--- config.mk ---
export PLATFORM = sky130hd
export DESIGN_NAME = context_sequencer
export DESIGN_NICKNAME = d
export VERILOG_FILES = /design/src/rtl/context_sequencer.sv
export SDC_FILE = /design/constraint.sdc
export NUM_CORES = 1
export LEC_CHECK = 0
export CAP_MARGIN = 25
export CORE_ASPECT_RATIO = 1.25
export CORE_MARGIN = 4
export CORE_UTILIZATION = 51
export DETAILED_ROUTE_END_ITERATION = 8
export PLACE_DENSITY = 0.76
export SYNTH_ARGS = -nofsm -noshare
export SYNTH_HDL_FRONTEND = slang
export SYNTH_SLANG_ARGS = --single-unit
--- constraint.sdc ---
create_clock -name i_clk -period 2.2 [get_ports i_clk]
set_input_delay 0.66 -clock i_clk [delete_from_list [all_inputs] [get_ports i_clk]]
set_output_delay 0.66 -clock i_clk [all_outputs]
set_load 0.05 [all_outputs]
--- src/rtl/context_sequencer.sv ---
// Job-level context FSM for the systolic-array context switch path.
// Ports: i_start/i_abort/i_n_ctx/i_incntlim_cfg job control; i_stall, i_cdone,
//   i_cswitch_done status; o_clear/o_incntlim/o_pipeline_en/o_cswitch_en/
//   o_cswitch_force drive the switch controller; o_ctx_idx/o_busy/o_done/o_err.
module context_sequencer #(
    parameter int IDX_W     = 11,
    parameter int CTX_W     = 16,
    parameter int FLUSH_MAX = 64
) (
    input  logic             i_clk,
    input  logic             i_rstn,
    input  logic             i_start,
    input  logic             i_abort,
    input  logic [CTX_W-1:0] i_n_ctx,
    input  logic [IDX_W-1:0] i_incntlim_cfg,
    input  logic             i_stall,
    input  logic             i_cdone,
    input  logic             i_cswitch_done,
    output logic             o_clear,
    output logic [IDX_W-1:0] o_incntlim,
    output logic             o_pipeline_en,
    output logic             o_cswitch_en,
    output logic             o_cswitch_force,
    output logic [CTX_W-1:0] o_ctx_idx,
    output logic             o_busy,
    output logic             o_done,
    output logic             o_err
);

    localparam int FC_W = $clog2(FLUSH_MAX) + 1;

    typedef enum logic [2:0] {
        S_IDLE,
        S_CLEAR,
        S_RUN,
        S_FLUSH,
        S_DONE
    } state_t;

    state_t            r_state;
    state_t            w_state_nxt;
    logic [CTX_W-1:0]  r_n_ctx;
    logic [IDX_W-1:0]  r_incntlim;
    logic [CTX_W-1:0]  r_ctx_cnt;
    logic [1:0]        r_pend;
    logic [FC_W-1:0]   r_flush_cnt;
    logic              r_abort_clr;
    logic              r_err;
    logic              w_accept;
    logic              w_dec;
    logic              w_sw_last;
    logic              w_flush_to;
    logic              w_last_cdone;

    assign w_accept     = (r_state == S_IDLE) && i_start && !i_abort;
    assign w_dec        = i_cswitch_done && (r_pend != 2'd0);
    // Final switch-out finished: no switch outstanding, or this pulse retires the last one.
    assign w_sw_last    = (r_pend == 2'd0) || (i_cswitch_done && r_pend == 2'd1);
    assign w_flush_to   = !w_sw_last && (r_flush_cnt == FC_W'(FLUSH_MAX - 1));
    assign w_last_cdone = i_cdone && (r_ctx_cnt == r_n_ctx - CTX_W'(1));

    always_comb begin
        w_state_nxt = r_state;
        unique case (r_state)
            S_IDLE:  if (i_start) w_state_nxt = S_CLEAR;
            S_CLEAR: w_state_nxt = (r_n_ctx == '0) ? S_DONE : S_RUN;
            S_RUN:   if (w_last_cdone) w_state_nxt = S_FLUSH;
            S_FLUSH: if (w_sw_last || w_flush_to) w_state_nxt = S_DONE;
            S_DONE:  w_state_nxt = S_IDLE;
            default: w_state_nxt = S_IDLE;
        endcase
        if (i_abort) w_state_nxt = S_IDLE;
    end

    always_ff @(posedge i_clk or negedge i_rstn) begin
        if (!i_rstn) begin
            r_state     <= S_IDLE;
            r_n_ctx     <= '0;
            r_incntlim  <= '0;
            r_ctx_cnt   <= '0;
            r_pend      <= '0;
            r_flush_cnt <= '0;
            r_abort_clr <= 1'b0;
            r_err       <= 1'b0;
        end else begin
            r_state     <= w_state_nxt;
            r_abort_clr <= i_abort;
            r_flush_cnt <= (r_state == S_FLUSH && !i_abort) ?
                           r_flush_cnt + FC_W'(1) : '0;
            if (i_abort) begin
                r_pend <= '0;
            end else if (w_accept) begin
                r_n_ctx    <= i_n_ctx;
                r_incntlim <= i_incntlim_cfg;
                r_ctx_cnt  <= '0;
                r_pend     <= '0;
                r_err      <= 1'b0;
            end else if (r_state == S_RUN) begin
                if (i_cdone) r_ctx_cnt <= r_ctx_cnt + CTX_W'(1);
                if (i_cdone && !w_dec) begin
                    // Saturate: a fourth outstanding switch is an error.
                    if (r_pend == 2'd3) r_err <= 1'b1;
                    else r_pend <= r_pend + 2'd1;
                end else if (w_dec && !i_cdone) begin
                    r_pend <= r_pend - 2'd1;
                end
            end else if (r_state == S_FLUSH) begin
                if (w_dec) r_pend <= r_pend - 2'd1;
                if (w_flush_to) r_err <= 1'b1;
            end
        end
    end

    assign o_clear         = (r_state == S_CLEAR) || r_abort_clr;
    assign o_incntlim      = r_incntlim;
    assign o_pipeline_en   = (r_state == S_FLUSH) || ((r_state == S_RUN) && !i_stall);
    assign o_cswitch_en    = (r_state == S_RUN) || (r_state == S_FLUSH);
    assign o_cswitch_force = (r_state == S_FLUSH);
    assign o_ctx_idx       = r_ctx_cnt;
    assign o_busy          = (r_state != S_IDLE);
    assign o_done          = (r_state == S_DONE);
    assign o_err           = r_err;

endmodule

**Word level (Yosys, flattened, before mapping)**

Cells that the tools add are included.

- Add/sub/neg operators: 5
- Equality and inequality tests: 15
- Mux-type cells: 24
- Bitwise gates (word level): 1
- Reductions and logical operators: 36

Operators with widths:

| operator | number |
|---|---|
| 16-bit two-way mux | 3 |
| 16-bit by 1-bit adder with 16-bit output (second input constant) | 1 |
| 16-bit equality test | 1 |
| 16-bit zero test | 1 |
| 2-bit two-way mux | 8 |
| 16-bit by 1-bit subtractor with 16-bit output (second input constant) | 1 |
| 3-bit two-way mux | 5 |
| 3-bit case mux with 4 select lines | 1 |
| 1-bit logical AND | 10 |
| 3-bit by 2-bit inequality test with 1-bit output (second input constant) | 3 |
| 3-bit nonzero test | 3 |
| 4-bit nonzero test | 2 |
| 7-bit by 1-bit adder with 7-bit output (second input constant) | 1 |
| 7-bit by 6-bit equality test with 1-bit output (second input constant) | 1 |
| 7-bit two-way mux | 1 |
| 3-bit by 2-bit equality test with 1-bit output (second input constant) | 2 |
| 1-bit two-way mux | 6 |
| 3-bit inequality test (second input constant) | 2 |
| 3-bit AND reduction | 2 |
| 2-bit nonzero test | 3 |
| 1-bit zero test | 5 |
| 1-bit logical OR | 5 |
| 5-bit by 3-bit inequality test with 1-bit output (second input constant) | 1 |
| 5-bit inequality test (second input constant) | 1 |
| other kinds (12) | 12 |

- Register bits after elaboration: 57
- Output and inout bits: 34
- Word-level logic and storage cells: 89

**Depth between registers and ports, before layout**

- Word-level depth: 9
- Mapped depth: 8
- Depth with buffers taken out: 8

**Worst setup path before layout**

OpenSTA, ideal clock, no wires.

- Path kind: reg2out
- From: register r_state[0]
- To: output o_clear
- Data arrival time: 1.940 ns
- Required time: 1.540 ns
- Setup slack: -0.400 ns
- Stages on the path, launching flop included: 4
- Path buffers: 1
- Cell sequence: dfrtp_1 -> clkbuf_1 -> inv_1 -> o31ai_1

- Word-level cells in the longest chain between the ends: 2

Ends and longest elaborated chain:

| element | line | source |
|---|---|---|
| start: declaration | 40 | `state_t r_state;` |
| start signal: assignment | 86 | `r_state <= w_state_nxt;` |
| 3-bit by 1-bit equality test with 1-bit output | 114 | `assign o_clear = (r_state == S_CLEAR) \|\| r_abort_clr;` |
| 1-bit logical OR | 114 |  |
| end: declaration | 19 | `output logic o_clear,` |

Every way passes these cells.

**Worst setup path after layout**

- From: register r_incntlim[0], in the netlist o_incntlim[0]
- To: output o_incntlim[0]

RTL lines:

| element | line | source |
|---|---|---|
| start: declaration | 43 | `logic [IDX_W-1:0] r_incntlim;` |
| start signal: assignment | 94 | `r_incntlim <= i_incntlim_cfg;` |
| end: declaration | 20 | `output logic [IDX_W-1:0] o_incntlim,` |

No word-level cell between the ends.

==> flow_summary.yaml <==
outcome:
  outcome: "complete, no violations"
sta:
  timing.slew.headroom: 0.6537
  worst_pin_slew_ps: 517.9
  drv_slew: 0
  hold_violations: 0
  rsz0062_at_grt: "false"
  period_needed_ps: 2151
  holdWs_ps: 315.6
  fin_crit_sh: 0.9777
  fmax_ghz: 0.4649
  setup_viol: 0
  finClkSkew_ps: 8.887
global_routing:
  grt_max_degree: 58
  grt_pass1_vias: 2648
  antenna_found_initial: 0
  grt.overflow.total: 0
  grt_pass1_wl_um: 11990
  track_usage: 0.2056
cts:
  clkSinkCount: 57
  cts_buffers: 9
  clkLatencyLatePin_ps: 330
  cts_tree: "yes"
  htreeDepth: 3
  root_buffer: "clkbuf_8"
  cts.path.max_buffers: 2
  cts.clk_slew.worst_paths_ps: 70
  hold_buffers: 0
critical_path:
  cp.arrival_ps: 1490
  path_cells: "clkdlybuf4s50_1"
  crit_type: "reg -> out"
  cpMaxStageDelayCell: "clkdlybuf4s50_1"
  max_stage_delay_ps: 810
  worstSetupEndpointType: "primary output"
  path_buf_inv: 1
  worst_ep_required_time_ps: 1540
  crit_family: "buffers and inverters"
  path_max_fanout: 2
  critPathLaunchType: "flip-flop"
power_and_ir_drop:
  peakVddDrop_uv: 608.7
  power_density_nw_per_um2: 743.2
  finalPower_mw: 3.163
  power.leakage_nw: 1.838
flow_run:
  max_cap_violations: 0
detailed_routing:
  ant_nets: 0
  vias: 2565
  post_drt_wl_per_cell_um: 14.58
  drtIter0Drc: 98
  wl_um: 7056
  drcViolationCount: 0
  viasPerCell: 5.300
  first_pass_iters: 4
placed_design:
  portBuffers: 67
  dp_hpwl_um: 5312
  place.gp.congestion: 0.8204
floorplan:
  dieArea_um2: 7439
  dieWidth_um: 77.95
  core_area_um2: 5857
  rows: 31
  io_pins: 68
  start_util: 0.5326
  die_h_um: 95.44
logic_synthesis:
  yosysMostFrequentCell: "dfrtp_1"
  yosys_most_used_dff: "dfrtp_1"
  synth_warnings: 0
  synth.net_count: 346
  postSynth.asyncResetShare: 1.000
  synthTopCellsByCount: "57 x dfrtp_1, 28 x nor2_1, 23 x mux2_2"
  netlist_area_um2: 3119
  synth-seq-cells: 57
  synth_edf_count: 0
  synth.area.top_cells: "dfrtp_1 46%, mux2_2 8.3%, xor2_1 5.6%, xnor2_1 4.2%, nor2_1 3.4%"
  syn_inst: 306
  postSynthAreaPerCell_um2: 10.19
  yosysTopAreaCell: "dfrtp_1"
  synth_top_area_frac: 0.4573
  yosysSeqAreaShare: 0.4573
  synth_cell_types: 45
finish:
  final_net_count: 438
  syn_to_final_growth_pct: 36.46
  drive_above_1_share: 0.2363
  diodes: 0
hold_path:
  hold_class: "in -> async"
==> per-stage QoR <==
step                utilization  area [µm²]  worst slack, ps  TNS [ps]  std cells
floorplan                     -        3124            20.18         0        306
global placement         0.6926        4056           -132.1     -1144        469
CTS                      0.7236        4238            34.27         0        484
global route             0.7268        4257            2.888         0        484
detailed placement       0.6926        4056           -141.7     -1928        469
finish                   0.7268        4257            48.99         0        484
==> worst paths after layout <==
| path | startpoint | end | slack, ps | depth (start not counted) |
|---|---|---|---|---|
| min | i_rstn | o_ctx_idx[3] | 320 | 2 |
| min reg2reg | r_flush_cnt[0] | r_flush_cnt[0] | 460 | 1 |
| max in group asynchronous | i_rstn | r_n_ctx[12] | 1620 | 2 |
| max reg2reg | r_n_ctx[0] | r_state[0] | 180 | 6 |
| min in group i_clk | r_flush_cnt[0] | r_flush_cnt[0] | 460 | 1 |
| max | o_incntlim[0] | o_incntlim[0] | 50 | 1 |
==> logic make-up (layout without fill, tap and decap cells) <==
group | after synthesis | after routing | synth area share
flops | 57 | 57 | 0.4573
buf+inv | 24 | 120 | 0.03048
xor+xnor | 35 | 35 | 0.09828
compound gates | 46 | 46 | 0.09547
simple gates | 111 | 111 | 0.1978
mux | 27 | 27 | 0.09667
fa+ha+maj | 6 | 6 | 0.02407
==> metal layers <==
layer / global-route usage / routed length (µm) / up-vias / part of all wire
met1: 0.2373 / 2927 / 1232 / 0.41
met5: 0 / 0 / - / 0
li1: - / - / 1266 / -
met4: 0.07872 / 104 / 0 / 0.015
met3: 0.05482 / 344 / 9 / 0.049
met2: 0.3650 / 3680 / 58 / 0.52
==> timing repair <==
item / CTS / global route
gates resized for setup: 0 / 5
setup buffers: 0 / 0
endpoints found under the setup margin: 0 / 1
==> sequential cells by signal (all words and copies together) (netlist names) <==
register     count
r_n_ctx         16
o_err            1
r_flush_cnt      7
r_abort_clr      1
o_ctx_idx       16
r_state          3
r_pend           2
o_incntlim      11
==> power breakdown <==
| group | leakage [nW] | switching [mW] | total [mW] | internal (mW) |
|---|---|---|---|---|
| clock network | 0.0915 | 0.394 | 0.887 | 0.493 |
| logic | 1.01 | 0.523 | 0.968 | 0.445 |
| registers | 0.733 | 0.134 | 1.31 | 1.17 |
==> layout by cell type (no fill, tap or decap), drive strengths merged, types with 4 or more instances in the layout <==
master	synthesis	routed
dfrtp	57	57
buf	5	47
clkdlybuf4s50	0	42
nor2	28	28
mux2	25	25
xor2	20	20
nand2	17	17
nand3	17	17
inv	15	15
xnor2	15	15
o21ai	14	14
clkbuf	4	13
a21oi	9	9
and3	8	8
nor3	8	8
nand2b	7	7
nand4	6	6
ha	6	6
or3	5	5
nor2b	5	5
o31ai	5	5
a31oi	4	4
==> final cells by class <==
cell class / instances / area, µm²
clock inverter: 2 / 12.51
clock buffer: 13 / 168.9
multi-input combinational: 225 / 1619
sequential: 57 / 1426
fill: 432 / 1600
timing repair buffer: 90 / 870.8
tap: 82 / 102.6
inverter: 15 / 56.30
Power figures use the tool's default switching activity.
==> edit 1 (config.mk and constraints unchanged) <==
Change the parameter `CTX_W` from 16 to 32.
--- a/src/rtl/context_sequencer.sv
+++ b/src/rtl/context_sequencer.sv
@@ -5,5 +5,5 @@
 module context_sequencer #(
     parameter int IDX_W     = 11,
-    parameter int CTX_W     = 16,
+    parameter int CTX_W     = 32,
     parameter int FLUSH_MAX = 64
 ) (
Ports: changed (resized i_n_ctx and o_ctx_idx); port bits go from 68 to 100. No check against the original RTL was run, so the function may have changed too.
==> edit 1 against the unedited design <==
- the run now ends with setup timing left
- total power rose by 54%
- worst setup slack got worse by 0.43 ns
- wire length rose by 100%
- sequential cell count rose by 32
- register-to-register slack got worse by 0.56 ns
- final area rose by 71%
- critical path depth rose by 7
- area after synthesis rose by 60%
- synthesized cell count rose by 88%
- critical endpoint is now r_state[0]
==> edit 1: results (changes against the unedited design) <==
* Outcome: finished, violations left
* Failing checks: setup timing
* Detailed Place HPWL at 10700 um (+100%)
* Yosys warnings at 0 (unchanged)
* Starting DRC count in detailed routing at 257 (+160%)
* R2R cell count at 8 (+2)
* Slowest Stage Delay on Critical Path at 0.57 ns (-0.24 ns)
* Max IR drop VDD at 0.0004332 V (-29%)
* Wirelength per Cell at 16.20 um (+11%)
* Synthesized area per cell at 8.693 sq um (-15%)
* CTS clock-pin slew for the worst setup and hold paths at 0.06 ns
* CP Max Fanout at 3 (+1)
* Hold crit path type: in -> async
* Actual slew at the worst max-slew pin at 0.5345 ns (+0.01665 ns)
* Via Count at 4855 (+89%)
* Synth top cells by count: nand2_1, dfrtp_1, nor2_1
* Clk_lat worst skew at 0.34 ns
* Area of placed instances at 0.006769 sq mm (+67%)
* Layout cells sized above 1 at 26.18% (+2.6 points)
* Register area share after synthesis at 44.63% (-1.1 points)
* Pin count of the biggest net entering global routing at 43 (-26%)
* Total GRT Usage at 25.75% (+5.2 points)
* Initial antenna violation count at 0 (unchanged)
* Final worst slack at -0.3828 ns (-0.4318 ns)
* Initial DRT Pass Iterations at 5 (+1)
* DP Cell Count at 864 (+84%)
* Main synth FF type: dfrtp_1
* Pleak at 3.445 nW (+87%)
* CTS root buffer: clkbuf_16
* Setup Skew at 0.004286 ns (-0.004600 ns)
* Port Buffers at 99 (+48%)
* Placer Congestion at 0.9297 (+13%)
* Data arrival, critical path at 2.79 ns (+1.30 ns)
* # diodes at 0 (unchanged)
* Final wirelength at 14360 um (+100%)
* Clk buf depth at 2 (unchanged)
* Delay-heaviest family, CP: simple AND/OR/NAND/NOR gates
* Internal power at 0.003275 W (+55%)
* First-pass GRT wire length at 23430 um (+95%)
* Syn_nets at 630 (+82%)
* Num CTS Buffers at 9 (unchanged)
* Final Setup Violations at 5 (+5)
* Setup Total Neg Slack at -0.8796 ns (-0.8796 ns)
* Post-synth ARST share at 100.0% (unchanged)
* Number of global-route vias before repair at 4996 (+89%)
* H-tree depth at 3 (unchanged)
* Slowest CP cell: or4_4
* Place WS at -0.7688 ns (-0.6271 ns)
* Area contributors post-synth: dfrtp_1, nand2_1, xnor2_1
* Distinct cell type count after synthesis at 58 (+29%)
* Fin nets at 814 (+86%)
-- edit 1: changes by cell type in the layout (fill, tap and decap cells not counted), moves of 16 or more --
cell     before  now
nand2_1      17  140
buf_4        39  119
dfrtp_1      57   85
nor2_1       28   55
mux2_2       23    0
xnor2_1      15   36
xor2_1       20   36
-- edit 1: final cells by class --
class,instances,area [sq um]
clock buffer,11,232.7
clock inverter,2,10.01
fill,681,2331
inverter,14,52.55
multi-input combinational,450,2835
sequential,89,2232
tap,126,157.7
timing repair buffer,194,1758
-- edit 1: worst reg2reg max path, delay by kind of cell, from the launching register on --
family	cells	cell delay (ns)
and+or+nand+nor	4	1.41
AOI/OAI and AO/OA	3	0.54
DFF	1	0.37
buffers and inverters	1	0.15
-- edit 1: cells by family (layout without fill, tap and decap cells) --
family | after synthesis | after routing | synth area share, %
AO/OA/AOI/OAI | 64 | 64 | 8.601
XOR/XNOR | 73 | 73 | 12.81
adder cells (fa/ha/maj) | 6 | 6 | 1.504
buffers and inverters | 35 | 221 | 2.658
flip-flops | 89 | 89 | 44.63
multiplexers | 2 | 2 | 0.4012
AND/OR/NAND/NOR | 305 | 305 | 29.39
-- edit 1: power groups by stage --
| stage | clock (W) | combinational (W) | sequential (W) |
|---|---|---|---|
| 2_1_floorplan | 0 | 0.000618 | 0.00216 |
| 3_3_place_gp | 0 | 0.00148 | 0.00197 |
| 3_5_place_dp | 0 | 0.00151 | 0.00198 |
| 4_1_cts | 0.00135 | 0.00156 | 0.00196 |
| 5_1_grt | 0.00141 | 0.00171 | 0.00199 |
| 6_report | 0.00133 | 0.00157 | 0.00197 |
-- edit 1: path summary, 6_finish.rpt --
check	startpoint	end	slack (ns)
min in group i_clk	o_incntlim[10]	o_incntlim[10]	0.47
max in group asynchronous	i_rstn	r_n_ctx[5]	1.32
setup reg to reg	r_n_ctx[10]	r_state[0]	-0.38
setup / recovery	r_n_ctx[10]	r_state[0]	-0.38
hold reg to reg	o_incntlim[10]	o_incntlim[10]	0.47
hold / removal	i_rstn	o_ctx_idx[31]	0.30
-- edit 1: layer usage --
layer  track usage, %  wire length (um)  up-vias
met1            30.27              5550     2350
met2            44.26              7641      146
met3            4.265               707       38
met4            12.72               456        0
li1                 -                 -     2321
met5                0                 0        -
-- edit 1: timing repair --
item | in CTS | in global routing
gates cloned | 0 | 0
resized for setup | 27 | 22
setup endpoints to repair | 22 | 22
pin swaps | 16 | 10
setup buffers | 5 | 4
==> edit 2 (config.mk and constraints unchanged) <==
Made on the original files. Add an input register stage for `i_incntlim_cfg` and `i_cswitch_done`, with the module's reset; this delays them by one clock. The other inputs are not delayed to match.
--- a/src/rtl/context_sequencer.sv
+++ b/src/rtl/context_sequencer.sv
@@ -38,4 +38,17 @@
     } state_t;
 
+    logic [IDX_W-1:0] i_incntlim_cfg_q;
+    logic i_cswitch_done_q;
+
+    always_ff @(posedge i_clk or negedge i_rstn) begin
+        if (!i_rstn) begin
+            i_incntlim_cfg_q <= '0;
+            i_cswitch_done_q <= '0;
+        end else begin
+            i_incntlim_cfg_q <= i_incntlim_cfg;
+            i_cswitch_done_q <= i_cswitch_done;
+        end
+    end
+
     state_t            r_state;
     state_t            w_state_nxt;
@@ -54,7 +67,7 @@
 
     assign w_accept     = (r_state == S_IDLE) && i_start && !i_abort;
-    assign w_dec        = i_cswitch_done && (r_pend != 2'd0);
+    assign w_dec        = i_cswitch_done_q && (r_pend != 2'd0);
     // Final switch-out finished: no switch outstanding, or this pulse retires the last one.
-    assign w_sw_last    = (r_pend == 2'd0) || (i_cswitch_done && r_pend == 2'd1);
+    assign w_sw_last    = (r_pend == 2'd0) || (i_cswitch_done_q && r_pend == 2'd1);
     assign w_flush_to   = !w_sw_last && (r_flush_cnt == FC_W'(FLUSH_MAX - 1));
     assign w_last_cdone = i_cdone && (r_ctx_cnt == r_n_ctx - CTX_W'(1));
@@ -92,5 +105,5 @@
             end else if (w_accept) begin
                 r_n_ctx    <= i_n_ctx;
-                r_incntlim <= i_incntlim_cfg;
+                r_incntlim <= i_incntlim_cfg_q;
                 r_ctx_cnt  <= '0;
                 r_pend     <= '0;
Check against the original RTL: not equivalent (Yosys sat finds a counterexample within 4 cycles, from zero or initial values and one cycle with i_rstn low).
==> edit 2 against the unedited design <==
- maximum frequency fell by 0.19%
- total power rose by 5.7%
- worst setup slack got worse by 0.0042 ns
- first-iteration DRC count rose by 24%
- area after synthesis rose by 7.1%
- critical endpoint is now o_incntlim[10]
- global-route usage rose by 0.58 points
- final area rose by 5.2%
- die area rose by 6.4%
- wire length rose by 8.3%
- sequential cell count rose by 12
==> edit 2: results (changes against the unedited design) <==
* DP Cell Count at 521 (+11%)
* Adder-Cell Fraction of Synth Area at 2.247% (-0.16 points)
* First-pass GRT wire length at 12940 um (+7.9%)
* Worst hold slack at 0.3029 ns (-0.01269 ns)
* Distinct cell type count after synthesis at 43 (-4.4%)
* Placer Congestion at 0.9008 (+9.8%)
* Layout cells sized above 1 at 15.08% (-8.6 points)
* CTS resizes at 1 (+1)
* Metal-1 WL at 3214 um (+9.8%)
* Post-synthesis cell count at 360 (+18%)
* Max IR drop VDD at 0.0005035 V (-17%)
* Total GRT Usage at 21.13% (+0.58 points)
* Area contributors post-synth: dfrtp_1, nand2_1, xnor2_1
* Reg2Reg Setup Slack at 0.13 ns (-0.05 ns)
* Pleak at 2.148 nW (+17%)
* Filler Cell Count at 500 (+16%)
* P_seq at 0.00153 W (+17%)
* Pin count of the biggest net entering global routing at 27 (-53%)
* Starting DRC count in detailed routing at 122 (+24%)
* Register area share after synthesis at 51.69% (+6.0 points)
* Syn_nets at 400 (+16%)
* Met3 routed WL at 358 um (+4.1%)
* Met2 wire length at 3856 um (+4.8%)
* Final wirelength at 7644 um (+8.3%)
* Mux contribution to synthesized area at 1.573% (-8.1 points)
* Place WS at -0.1564 ns (-0.01470 ns)
* Complex-gate fraction of the synthesized area at 5.468% (-4.1 points)
* Outcome: finished clean
* Met3 Track Usage GR at 4.479% (-1.0 points)
* Fin nets at 487 (+11%)
* Synth top cells by count: nand2_1, dfrtp_1, nor2_1
edit 2: changes by cell type after synthesis, moves of 4 or more:
cell | unedited run | this run
xor2_1 | 20 | 15
xnor2_1 | 15 | 24
and3_1 | 8 | 3
nand3_1 | 16 | 11
nand2b_1 | 7 | 1
nor2_1 | 28 | 39
nor3_1 | 5 | 11
mux2_2 | 23 | 2
a31oi_1 | 4 | 0
dfrtp_1 | 57 | 69
nand2_1 | 17 | 92
edit 2: cell type report:
class / count / area, sq um / area share (%)
Sequential cell: 69 / 1727 / 38.57
Multi-Input combinational cell: 271 / 1563 / 34.91
Timing Repair Buffer: 84 / 855.8 / 19.12
Clock buffer: 10 / 127.6 / 2.851
Tap cell: 85 / 106.4 / 2.376
Clock inverter: 5 / 52.55 / 1.174
Inverter: 12 / 45.04 / 1.006
